## config.mk

```make
export PLATFORM = sky130hd
export DESIGN_NAME = load_extend_ctrl
export DESIGN_NICKNAME = d
export VERILOG_FILES = /design/src/rtl/load_extend_ctrl.sv
export SDC_FILE = /design/constraint.sdc
export NUM_CORES = 1
export LEC_CHECK = 0
export ABC_AREA = 1
export CORE_ASPECT_RATIO = 1.5
export CORE_MARGIN = 5
export CORE_UTILIZATION = 30
export DETAILED_ROUTE_END_ITERATION = 6
export RECOVER_POWER = 100
export REMOVE_ABC_BUFFERS = 1
export SLEW_MARGIN = 20
export SYNTH_ARGS = -nofsm -noshare
export SYNTH_HDL_FRONTEND = slang
export SYNTH_SLANG_ARGS = --single-unit
```

## constraint.sdc

```tcl
create_clock -name clk -period 4.37 [get_ports clk]
set_input_delay 0.874 -clock clk [delete_from_list [all_inputs] [get_ports clk]]
set_output_delay 0.874 -clock clk [all_outputs]
set_load 0.02 [all_outputs]
```

## src/rtl/load_extend_ctrl.sv

```systemverilog
// Load sequencer: issues a word-aligned memory read, then selects the addressed
// byte/halfword lane and sign- or zero-extends it into a registered result.
module load_extend_ctrl #(
  parameter int DWIDTH         = 32,
  parameter int AWIDTH         = 32,
  parameter int TIMEOUT_CYCLES = 255
) (
  input  logic              clk,
  input  logic              rst_n,
  input  logic              ld_valid,
  output logic              ld_ready,
  input  logic [AWIDTH-1:0] ld_addr,
  input  logic [1:0]        ld_size,
  input  logic              ld_signed,
  output logic              mem_req,
  output logic [AWIDTH-1:0] mem_addr,
  input  logic              mem_ack,
  input  logic [DWIDTH-1:0] mem_rdata,
  output logic              res_valid,
  input  logic              res_ready,
  output logic [DWIDTH-1:0] res_data,
  output logic [1:0]        res_err,
  output logic              busy
);

  // state  | meaning
  // IDLE   | waiting for a load request, ld_ready high
  // REQ    | mem_req held, waiting for mem_ack or timeout
  // RESP   | res_valid held until res_ready
  localparam logic [1:0] S_IDLE = 2'd0;
  localparam logic [1:0] S_REQ  = 2'd1;
  localparam logic [1:0] S_RESP = 2'd2;

  localparam int TW = (TIMEOUT_CYCLES > 1) ? $clog2(TIMEOUT_CYCLES) : 1;
  localparam logic [TW-1:0] TLIM = TW'((TIMEOUT_CYCLES > 0) ? TIMEOUT_CYCLES - 1 : 0);

  logic [1:0]        r_state;
  logic [TW-1:0]     r_timer;
  logic [1:0]        r_lane;
  logic [1:0]        r_size;
  logic              r_signed;
  logic              w_misaligned;
  logic              w_timeout;
  logic [7:0]        w_byte;
  logic [15:0]       w_half;
  logic [DWIDTH-1:0] w_ext;

  assign ld_ready = rst_n && (r_state == S_IDLE);
  assign busy     = (r_state != S_IDLE);

  always_comb begin
    w_misaligned = 1'b0;
    case (ld_size)
      2'b01:   w_misaligned = ld_addr[0];
      2'b10:   w_misaligned = |ld_addr[1:0];
      2'b11:   w_misaligned = 1'b1;
      default: w_misaligned = 1'b0;
    endcase
  end

  // Timer holds the number of ack-less REQ cycles already completed.
  assign w_timeout = (TIMEOUT_CYCLES != 0) && (r_timer == TLIM);

  assign w_byte = mem_rdata[{r_lane, 3'b000} +: 8];
  assign w_half = mem_rdata[{r_lane[1], 4'b0000} +: 16];

  always_comb begin
    w_ext = mem_rdata;
    case (r_size)
      2'b00:   w_ext = {{(DWIDTH-8){r_signed & w_byte[7]}}, w_byte};
      2'b01:   w_ext = {{(DWIDTH-16){r_signed & w_half[15]}}, w_half};
      default: w_ext = mem_rdata;
    endcase
  end

  always_ff @(posedge clk) begin
    if (!rst_n) begin
      r_state   <= S_IDLE;
      r_timer   <= '0;
      r_lane    <= '0;
      r_size    <= '0;
      r_signed  <= 1'b0;
      mem_req   <= 1'b0;
      mem_addr  <= '0;
      res_valid <= 1'b0;
      res_data  <= '0;
      res_err   <= '0;
    end else begin
      case (r_state)
        S_IDLE: begin
          if (ld_valid) begin
            r_lane   <= ld_addr[1:0];
            r_size   <= ld_size;
            r_signed <= ld_signed;
            r_timer  <= '0;
            if (w_misaligned) begin
              r_state   <= S_RESP;
              res_valid <= 1'b1;
              res_err   <= 2'b01;
              res_data  <= '0;
            end else begin
              r_state  <= S_REQ;
              mem_req  <= 1'b1;
              mem_addr <= {ld_addr[AWIDTH-1:2], 2'b00};
            end
          end
        end
        S_REQ: begin
          // An ack on the last allowed cycle takes priority over the timeout.
          if (mem_ack) begin
            mem_req   <= 1'b0;
            r_state   <= S_RESP;
            res_valid <= 1'b1;
            res_err   <= 2'b00;
            res_data  <= w_ext;
          end else if (w_timeout) begin
            mem_req   <= 1'b0;
            r_state   <= S_RESP;
            res_valid <= 1'b1;
            res_err   <= 2'b10;
            res_data  <= '0;
          end else begin
            r_timer <= r_timer + 1'b1;
          end
        end
        S_RESP: begin
          if (res_ready) begin
            res_valid <= 1'b0;
            r_state   <= S_IDLE;
          end
        end
        default: r_state <= S_IDLE;
      endcase
    end
  end

endmodule
```

**Word-level counts from Yosys, hierarchy flattened**

Cells that the tools add are included.
W data, S select, Z words.

- Register bits after elaboration: 81
- Bits of input ports: 72
- Output and inout bits: 70
- Logic and storage cells: 76

- Add/subtract/negate cells: 1
- Eq/ne operators: 14
- Shift-type cells: 2
- Multiplexer cells: 32
- Bitwise gates (word level): 3
- Reduce and logical (&&, ||, !) cells: 14

Operators with widths:

| operator | count |
|---|---|
| $mux W32 | 4 |
| $pmux W32 S2 | 2 |
| $shiftx A32 B6 Y16 | 1 |
| $shiftx A32 B6 Y8 | 1 |
| $mux W8 | 3 |
| $mux W2 | 8 |
| $pmux W8 S2 | 1 |
| $ne A2 B2 Y1 const B | 6 |
| $reduce_and A4 Y1 | 3 |
| $mux W1 | 9 |
| $add A8 B1 Y8 const B | 1 |
| $eq A8 B8 Y1 const B | 1 |
| $eq A2 B1 Y1 const B | 3 |
| $eq A2 B2 Y1 const B | 3 |
| $pmux W1 S3 | 2 |
| $pmux W2 S3 | 1 |
| $reduce_and A3 Y1 | 2 |
| $reduce_and A5 Y1 | 1 |
| $logic_not A2 Y1 | 2 |
| $pmux W2 S2 | 1 |
| $reduce_bool A2 Y1 | 2 |
| $ne A3 B3 Y1 const B | 1 |
| $reduce_bool A3 Y1 | 1 |
| $and A1 B1 Y1 | 2 |
| 5 further kinds | 5 |

**Depth between registers and ports, before layout**

Gate-level depths: netlist (run 1).

- Depth after elaboration: 5
- Mapped depth: 11
- Mapped depth without buffers: 11

**Worst setup path before layout (run 1)**

OpenSTA, ideal clock, no wires.

- Path kind: in2out
- From: input port rst_n
- To: output port ld_ready
- Arrival: 1.717 ns
- Required time: 3.496 ns
- Setup slack: 1.779 ns
- Stages on the path: 4
- Buffers on the path: 2
- Cell sequence: clkbuf_1 inv_2 clkbuf_1 nor2_1

- Cells in the longest elaborated chain, start to end: 1

Ends and longest elaborated chain:

| what | RTL line | text |
|---|---|---|
| start: declaration | 9 | `input logic rst_n,` |
| $logic_and A1 B1 Y1 | 48 | `assign ld_ready = rst_n && (r_state == S_IDLE);` |
| end: declaration | 11 | `output logic ld_ready,` |

Every way passes these cells.

**Final worst setup path (run 1)**

Ends and elaborated chain as after synthesis.

==> results of run 1 <==
report_power, final:
group	switching, mW	internal, mW
sequential	0.0270	0.772
combinational	0.254	0.162
clock	0.308	0.445
total	0.589	1.38
worst register-to-register path, delay by kind of cell (launching register included):
kind	cells	cell delay [ps]
AO/OA/AOI/OAI	1	110
adder cells (fa/ha/maj)	1	160
AND/OR/NAND/NOR	6	1680
flip-flops	1	340
buffers and inverters	1	120
flip-flops by register name, indices dropped and copies added (netlist names):
name	cells
mem_addr	30
mem_req	1
r_lane	2
r_signed	1
r_size	2
r_state	2
r_timer	8
res_data	32
res_err	2
res_valid	1
worst max-delay path by stage:
stage,startpoint,endpoint
2_1_floorplan,ld_addr[0],mem_addr[10]
3_3_place_gp,ld_addr[0],mem_addr[9]
3_5_place_dp,ld_addr[0],mem_addr[16]
4_1_cts,rst_n,ld_ready
5_1_grt,ld_valid,res_data[20]
6_report,rst_n,ld_ready
layer usage:
metal	global-route usage [%]	vias to the layer above
li1	-	2075
met1	19.66	1827
met2	26.36	162
met3	5.194	18
met4	5.187	0
met5	0	-
cell usage after synthesis (5+ instances only):
cell type,count,area share (%)
nand2_1,171,17
a21oi_1,97,13
dfxtp_1,81,42
nand3_1,52,6.7
nor2_1,37,3.6
inv_1,30,2.9
o21ai_0,21,2.7
clkbuf_1,14,1.4
buf_2,11,1.4
inv_2,9,0.87
nand4_1,6,0.97
nand2_2,5,0.81
cells by family (layout without fill, tap and decap cells):
family          Yosys count  in the layout
buf+inv                  73            198
other cells               1              2
simple gates            281            281
fa+ha+maj                 2              2
compound gates          125            125
flops                    81             81
cell type report:
| cell class | instances | area (um^2) | area share (%) |
|---|---|---|---|
| sequential | 81 | 1622 | 29.12 |
| tap | 156 | 195.2 | 3.505 |
| inverter | 39 | 146.4 | 2.629 |
| clock buffer | 10 | 229.0 | 4.111 |
| multi-input combinational | 410 | 1891 | 33.95 |
| timing repair buffer | 143 | 1418 | 25.45 |
| clock inverter | 6 | 68.82 | 1.236 |
==> results.ini, run 1 <==
[finish]
fin_cells = 845
design_area_um2 = 5569
final_util_pct = 44.29
fillers = 1295
final_common_cell = nand2_1
antenna_cells = 0
layout_common_cells = nand2_1 (173), a21oi_1 (97), dfxtp_1 (81)
nets = 758
area_growth_pct = 44.19
drive_gt1_share_pct = 5.370

[yosys]
postSynthAreaPerCell_um2 = 6.860
synth-warning-count = 0
ys_types = 31
yosys.area_share.simple_pct = 31.91
synth-xor-area-share_pct = 0
seq_area_frac_synth_pct = 41.98
synth_top_family_by_area = simple AND/OR/NAND/NOR gates
synth_compound_area_share_pct = 16.65
synth_edf_count = 0
synth.mux.area_fraction_pct = 0
ys_async_sr_fraction_pct = 0
synth-seq-cells = 81
ys.flop_type = dfxtp_1
synth_area_um2 = 3862
synthAdderAreaFrac_pct = 0.6479
netlist_instances = 563

[placed_design]
dp.final_hpwl_um = 8883
place_area_um2 = 5293
portBuffers = 139
place_ws_ps = 1058
gp_congestion = 0.7801
dp_cells = 829

[floorplanning]
rows = 50
start_util_pct = 30.72
die_h_um = 149.0
dieArea_um2 = 15290
core_um2 = 12570
pin_count = 142
die_w_um = 102.6

[global_routing]
grt_max_degree = 73
grt_pass1_wl_um = 19670
grt_use_total_pct = 16.06
grt-ovfl-total = 0
grt_pass1_vias = 3960
antenna_found_initial = 0

[setup_path]
crit_fanout = 9
end_kind = primary output
reg2reg_depth = 9
max_stage_delay_ps = 770
worst-path-stages = 4
crit_slowest_cell = dlygate4sd3_1
crit_family = buffers and inverters
cp_cell_sequence = dlygate4sd3_1 -> inv_2 -> nor2_1 -> clkdlybuf4s50_1
worstReg2RegStart = r_timer[0]
rrSetupSlack_ps = 1820
cp_data_required_time_ps = 3500
critPathLaunchType = input port
arrival_ps = 2430
worstSetupPathType = input port to primary output
r2r-end = res_data[14]
crit_buf_inv = 3

[timing]
fin_crit_sh_pct = 75.71
worst_hold_slack_ps = 457.0
finalSetupViolCount = 0
fmax_mhz = 302.3
rsz0062_at_grt = false
setup_tns_ps = 0
tightest_slew_ps = 1415
slew_viol_final = 0
fin_ws_ps = 1062
finClkSkew_ps = 7.818
period_needed_ps = 3308
slew_headroom_pct = 5.428
finalHoldViolCount = 0

[detailed_routing]
drtIter0Drc = 200
ant_nets = 0
post_drt_via_cell_ratio = 4.831
wl_met2_um = 5879
wl_um = 12230
top_layer = met4
drc = 0
wl_met1_um = 4935
via_count = 4082
route.met3.wl_um = 1186
dr.pass1.iters = 5
avgRoutedWirePerCell_um = 14.48

[job]
drv_cap = 0

[clock_tree]
clk_path_buf_depth = 2
cts_made_buffers = 9
clk_latency_ps = 340
postCtsHoldBufs = 0
postCtsSetupRepairBufs = 0
htree_levels = 3
cts_resized = 0
cts_sinks = 81
cts_tree = yes
clk_pin_slew_worst_paths_ps = 60
cts-root-buf = clkbuf_16

[run_status]
status = complete, no violations

[power_and_ir_drop]
peakVddDrop_v = 0.0001651
p_total_mw = 1.968
power_density_nw_per_um2 = 353.3
p_leak_nw = 2.393

[min_path]
whs_path_depth = 2
hp-start = mem_addr[20]
whs_endpoint = mem_addr[20]
hold_path.class = register to register

(Power assumes the default switching activity.)
==> inputs of run 2 (changes only) <==
Clock period 4.37 ns to 3.3 ns, I/O delays scaled along.
==> run 2 against run 1 <==
Clock skew fell by 1.5 ps. Clock power rose by 66%. Sequential cell count did not move. Routed wire length rose by 0.60%. Critical endpoint is now res_data[26].
==> results.ini, run 2 (synthesized netlist as in run 1, its figures left out) <==
[timing]
setup_tns_ps = 0  ; unchanged
finalSetupViolCount = 0  ; unchanged
fin_crit_sh_pct = 81.07
fmax_mhz = 373.8
slew_headroom_pct = 48.13  ; was 5.428%
period_needed_ps = 2675
finalHoldViolCount = 0  ; unchanged
tightest_slew_ps = 778.1  ; was 1415 ps
slew_viol_final = 0  ; unchanged
rsz0062_at_grt = false  ; unchanged
finClkSkew_ps = 6.301  ; was 7.818 ps

[min_path]
hold_path.class = register to register  ; unchanged
hp-start = res_err[0]  ; was mem_addr[20]
whs_endpoint = res_err[0]  ; was mem_addr[20]
whs_path_depth = 2  ; unchanged

[clock_tree]
cts-root-buf = clkbuf_16  ; unchanged
postCtsSetupRepairBufs = 0  ; unchanged
cts_sinks = 81  ; unchanged
htree_levels = 3  ; unchanged
cts_made_buffers = 9  ; unchanged
clk_pin_slew_worst_paths_ps = 60  ; about the same
clk_path_buf_depth = 2  ; unchanged
postCtsHoldBufs = 0  ; unchanged
clk_latency_ps = 330  ; was 340 ps
cts_tree = yes  ; unchanged
cts_resized = 0  ; unchanged

[detailed_routing]
via_count = 4114  ; was 4082
post_drt_via_cell_ratio = 4.851  ; was 4.831
dr.pass1.iters = 5  ; unchanged
ant_nets = 0  ; unchanged
avgRoutedWirePerCell_um = 14.51  ; was 14.48 um
drc = 0  ; unchanged
wl_um = 12310  ; was 12230 um
drtIter0Drc = 159  ; was 200

[setup_path]
reg2reg_depth = 9  ; unchanged
arrival_ps = 2860  ; was 2430 ps
crit_buf_inv = 1  ; was 3
r2r-end = res_data[26]  ; was res_data[14]
worst-path-stages = 9  ; was 4
cp_cell_sequence = inv_1 -> nand2_1 -> nor2_8 -> nand2_4 -> nand2_1 -> nand2_4 -> nand3_1 -> nand2_1 -> a21oi_1  ; was dlygate4sd3_1 -> inv_2 -> nor2_1 -> clkdlybuf4s50_1
crit_fanout = 17  ; was 9
crit_slowest_cell = dfxtp_1  ; was dlygate4sd3_1
worstReg2RegStart = r_size[1]  ; was r_timer[0]
rrSetupSlack_ps = 620  ; was 1820 ps
critPathLaunchType = register  ; was input port
max_stage_delay_ps = 680  ; was 770 ps
cp_data_required_time_ps = 3480  ; was 3500 ps
cpMostUsedCell = nand2_1
worstSetupPathType = register to register  ; was input port to primary output
crit_family = simple AND/OR/NAND/NOR gates  ; was buffers and inverters
end_kind = register  ; was primary output

[global_routing]
antenna_found_initial = 1  ; was 0
grt_use_total_pct = 15.96  ; was 16.06%
grt_max_degree = 73  ; unchanged
grt_pass1_wl_um = 19420  ; was 19670 um
grt_pass1_vias = 4046  ; was 3960
grt-ovfl-total = 0  ; unchanged

[floorplanning]
dieArea_um2 = 15290  ; unchanged
die_w_um = 102.6  ; unchanged
die_h_um = 149.0  ; unchanged
core_um2 = 12570  ; unchanged
pin_count = 142  ; unchanged
start_util_pct = 30.72  ; unchanged
rows = 50  ; unchanged

[finish]
nets = 760  ; was 758
largestRegisters = res_data: 32 flops, mem_addr: 30 flops, r_timer: 8 flops  ; unchanged
top_register = res_data  ; unchanged
final_common_cell = nand2_1  ; unchanged
final_util_pct = 45.01  ; was 44.29%
area_growth_pct = 46.52  ; was 44.19%
drive_gt1_share_pct = 5.499  ; was 5.370%
largest_reg_flops = 32  ; unchanged
design_area_um2 = 5659  ; was 5569 um^2
layout_common_cells = nand2_1 (175), a21oi_1 (97), dfxtp_1 (81)  ; was nand2_1 (173), a21oi_1 (97), dfxtp_1 (81)
fillers = 1271  ; was 1295

[power_and_ir_drop]
peakVddDrop_v = 0.0002347  ; was 0.0001651 V
power_density_nw_per_um2 = 505.9  ; was 353.3 nW/um^2
p_leak_nw = 2.443  ; was 2.393 nW

[job]
drv_cap = 0  ; unchanged

[placed_design]
portBuffers = 139  ; unchanged
place_area_um2 = 5308  ; was 5293 um^2
dp.final_hpwl_um = 8926  ; was 8883 um
gp_congestion = 0.8051  ; was 0.7801

[run_status]
status = complete, no violations  ; unchanged

-- run 2: worst max-delay path by stage --
stage	start	endpoint
after detailed placement	rst_n	ld_ready
after global placement	rst_n	ld_ready
after CTS	rst_n	ld_ready
final	r_size[1]	res_data[26]
after floorplan	ld_addr[0]	mem_addr[10]
after global routing	r_size[1]	res_data[31]
-- run 2: layer usage --
metal | share of wire (%) | vias up | track usage [%]
li1 | - | 2073 | -
met2 | 49 | 155 | 27.59
met5 | 0 | - | 0
met3 | 9.1 | 15 | 4.867
met1 | 40 | 1871 | 18.32
met4 | 1.7 | 0 | 5.515
-- run 2: power breakdown --
part	switching (mW)	internal (mW)	total (mW)
clock	0.414	0.841	1.25
sequential	0.0415	1.02	1.06
combinational	0.328	0.215	0.544
total	0.784	2.08	2.86
-- run 2: stage by stage --
step           std cells  power (mW)  setup WS [ps]  hold slack, ps
2_1_floorplan        530       1.383          877.3           458.2
3_3_place_gp         831       1.649          728.6           447.1
3_5_place_dp         831       1.656          704.1           454.5
4_1_cts              847       2.919          709.2           465.5
5_1_grt              848       3.001          364.4           477.8
6_report             848       2.863          624.7           459.1
-- run 2: worst min-delay path: stages (launching register included) --
cell     delay [ps]
dfxtp_1         310
nand2_1          60
a21oi_1          50
-- run 2: layout make-up --
cell class | count | area, um^2 | area share (%)
clock inverters | 6 | 137.6 | 2.432
well taps | 156 | 195.2 | 3.449
multi-input cells | 410 | 1881 | 33.23
clock buffers | 10 | 239.0 | 4.223
flip-flops and latches | 81 | 1622 | 28.65
repair buffers | 145 | 1436 | 25.38
inverters | 39 | 146.4 | 2.587
diodes | 1 | 2.502 | 0.04422
==> inputs of run 3 (changes only) <==
Clock period 3.3 ns to 2.5 ns, I/O delays scaled along.
==> run 3 against run 2 <==
Clock power rose by 10%. Critical path depth is 5 lower. Via count decreased by 1.2%. Global-route usage decreased by 0.081 points. Sequential power up 31%. Routed wire length decreased by 0.80%. Sequential share of layout area grew 0.070 points. Largest power group is now registers. Total power grew 23%.
==> results.ini, run 3 (synthesized netlist as in run 1, its figures left out) <==
[timing]
rsz0062_at_grt = false  ; unchanged
slew_viol_final = 0  ; unchanged
fmax_mhz = 431.3
period_needed_ps = 2319
setup_tns_ps = 0  ; unchanged
tightest_slew_ps = 785.8  ; was 778.1 ps
finalSetupViolCount = 0  ; unchanged
finalHoldViolCount = 0  ; unchanged
finClkSkew_ps = 7.501  ; was 6.301 ps
fin_crit_sh_pct = 92.75
slew_headroom_pct = 47.61  ; was 48.13%

[finish]
nets = 764  ; was 760
layout_common_cells = nand2_1 (174), a21oi_1 (97), dfxtp_1 (81)  ; was nand2_1 (175), a21oi_1 (97), dfxtp_1 (81)
antenna_cells = 0  ; was 1
final_common_cell = nand2_1  ; unchanged
largest_reg_flops = 32  ; unchanged
fillers = 1281  ; was 1271
ff_latch_area_um2 = 1622  ; unchanged
largestRegisters = res_data: 32 flops, mem_addr: 30 flops, r_timer: 8 flops  ; unchanged
multi_input_area_um2 = 1893  ; was 1881 um^2
top_register = res_data  ; unchanged
area_growth_pct = 46.16  ; was 46.52%
drive_gt1_share_pct = 6.187  ; was 5.499%

[setup_path]
end_kind = primary output  ; was register
arrival_ps = 1820  ; was 2860 ps
cp_data_required_time_ps = 2000  ; was 3480 ps
crit_fanout = 2  ; was 17
critPathLaunchType = input port  ; was register
worstSetupPathType = input port to primary output  ; was register to register

[job]
drv_cap = 0  ; unchanged

[clock_tree]
cts-root-buf = clkbuf_16  ; unchanged
postCtsHoldBufs = 0  ; unchanged
htree_levels = 3  ; unchanged
cts_sinks = 81  ; unchanged
postCtsSetupRepairBufs = 0  ; unchanged
clk_path_buf_depth = 2  ; unchanged
cts_tree = yes  ; unchanged
cts_resized = 0  ; unchanged
clk_pin_slew_worst_paths_ps = 60  ; about the same
clk_latency_ps = 330  ; about the same
cts_made_buffers = 9  ; unchanged

[global_routing]
antenna_found_initial = 0  ; was 1
grt_max_degree = 73  ; unchanged
grt-ovfl-total = 0  ; unchanged
grt_pass1_vias = 3979  ; was 4046
grt_use_total_pct = 15.88  ; was 15.96%
grt_pass1_wl_um = 19270  ; was 19420 um

[floorplanning]
dieArea_um2 = 15290  ; unchanged
die_w_um = 102.6  ; unchanged
die_h_um = 149.0  ; unchanged
pin_count = 142  ; unchanged
core_um2 = 12570  ; unchanged
rows = 50  ; unchanged
start_util_pct = 30.72  ; unchanged

[run_status]
status = complete, no violations  ; unchanged

[placed_design]
gp_congestion = 0.7678  ; was 0.8051
portBuffers = 139  ; unchanged
dp.final_hpwl_um = 9080  ; was 8926 um

[detailed_routing]
ant_nets = 0  ; unchanged
avgRoutedWirePerCell_um = 14.35  ; was 14.51 um
drtIter0Drc = 144  ; was 159
dr.pass1.iters = 4  ; was 5
drc = 0  ; unchanged
via_count = 4063  ; was 4114
post_drt_via_cell_ratio = 4.774  ; was 4.851
wl_um = 12210  ; was 12310 um

[power_and_ir_drop]
p_total_mw = 3.516  ; was 2.863 mW
p_leak_nw = 2.439  ; was 2.443 nW
peakVddDrop_v = 0.0003008  ; was 0.0002347 V
power_density_nw_per_um2 = 622.8  ; was 505.9 nW/um^2

[min_path]
hold_path.class = register to register  ; unchanged

run 3: cell count changes in the layout (fill, tap and decap cells not counted), sizes merged:
cell      before  now
bufinv         4    1
clkbuf        10   13
buf            6    8
clkinv         1    3
clkinvlp       0    1
diode          1    0
inv           40   39
run 3: critical path, stage by stage:
cell	delay [ps]
clkdlybuf4s50_1	500
inv_2	50
nor2_1	90
dlygate4sd3_1	680
run 3: final cells by class:
cell class	instances	share of cell area, %
clock buffers	11	4.477
clock inverters	5	1.130
inverters	39	2.593
multi-input cells	410	33.53
flip-flops and latches	81	28.72
well taps	156	3.457
repair buffers	149	26.09
run 3: path summary, 6_finish.rpt:
check	to	cells after the start	startpoint	slack [ps]
max	ld_ready	4	rst_n	180
min	mem_addr[23]	2	mem_addr[23]	450
min reg2reg	mem_addr[23]	2	mem_addr[23]	450
max reg2reg	res_data[8]	9	r_timer[0]	390
run 3: layer usage:
| metal | wire length, um | up-vias | track usage, % |
|---|---|---|---|
| met3 | 1078 | 17 | 5.288 |
| li1 | - | 2085 | - |
| met2 | 6040 | 142 | 27.98 |
| met4 | 250 | 0 | 5.712 |
| met5 | 0 | - | 0 |
| met1 | 4840 | 1819 | 17.39 |
run 3: through the flow:
stage               setup slack, ps  hold WS (ps)  instances  util [%]  cell area [um^2]
floorplan                     237.3         458.2        530         -              3676
global placement              247.3         446.7        835     42.55              5350
detailed placement            242.4         452.3        835     42.55              5350
CTS                           229.3         462.3        851     45.06              5667
global route                  111.5         478.5        851     44.90              5645
finish                        181.3         454.6        851     44.90              5645
run 3: power breakdown:
part | leakage [nW] | internal [mW] | switching, mW
Clock | 0.152 | 0.834 | 0.549
Sequential | 0.658 | 1.35 | 0.0423
Combinational | 1.63 | 0.295 | 0.446
Total | 2.44 | 2.48 | 1.04
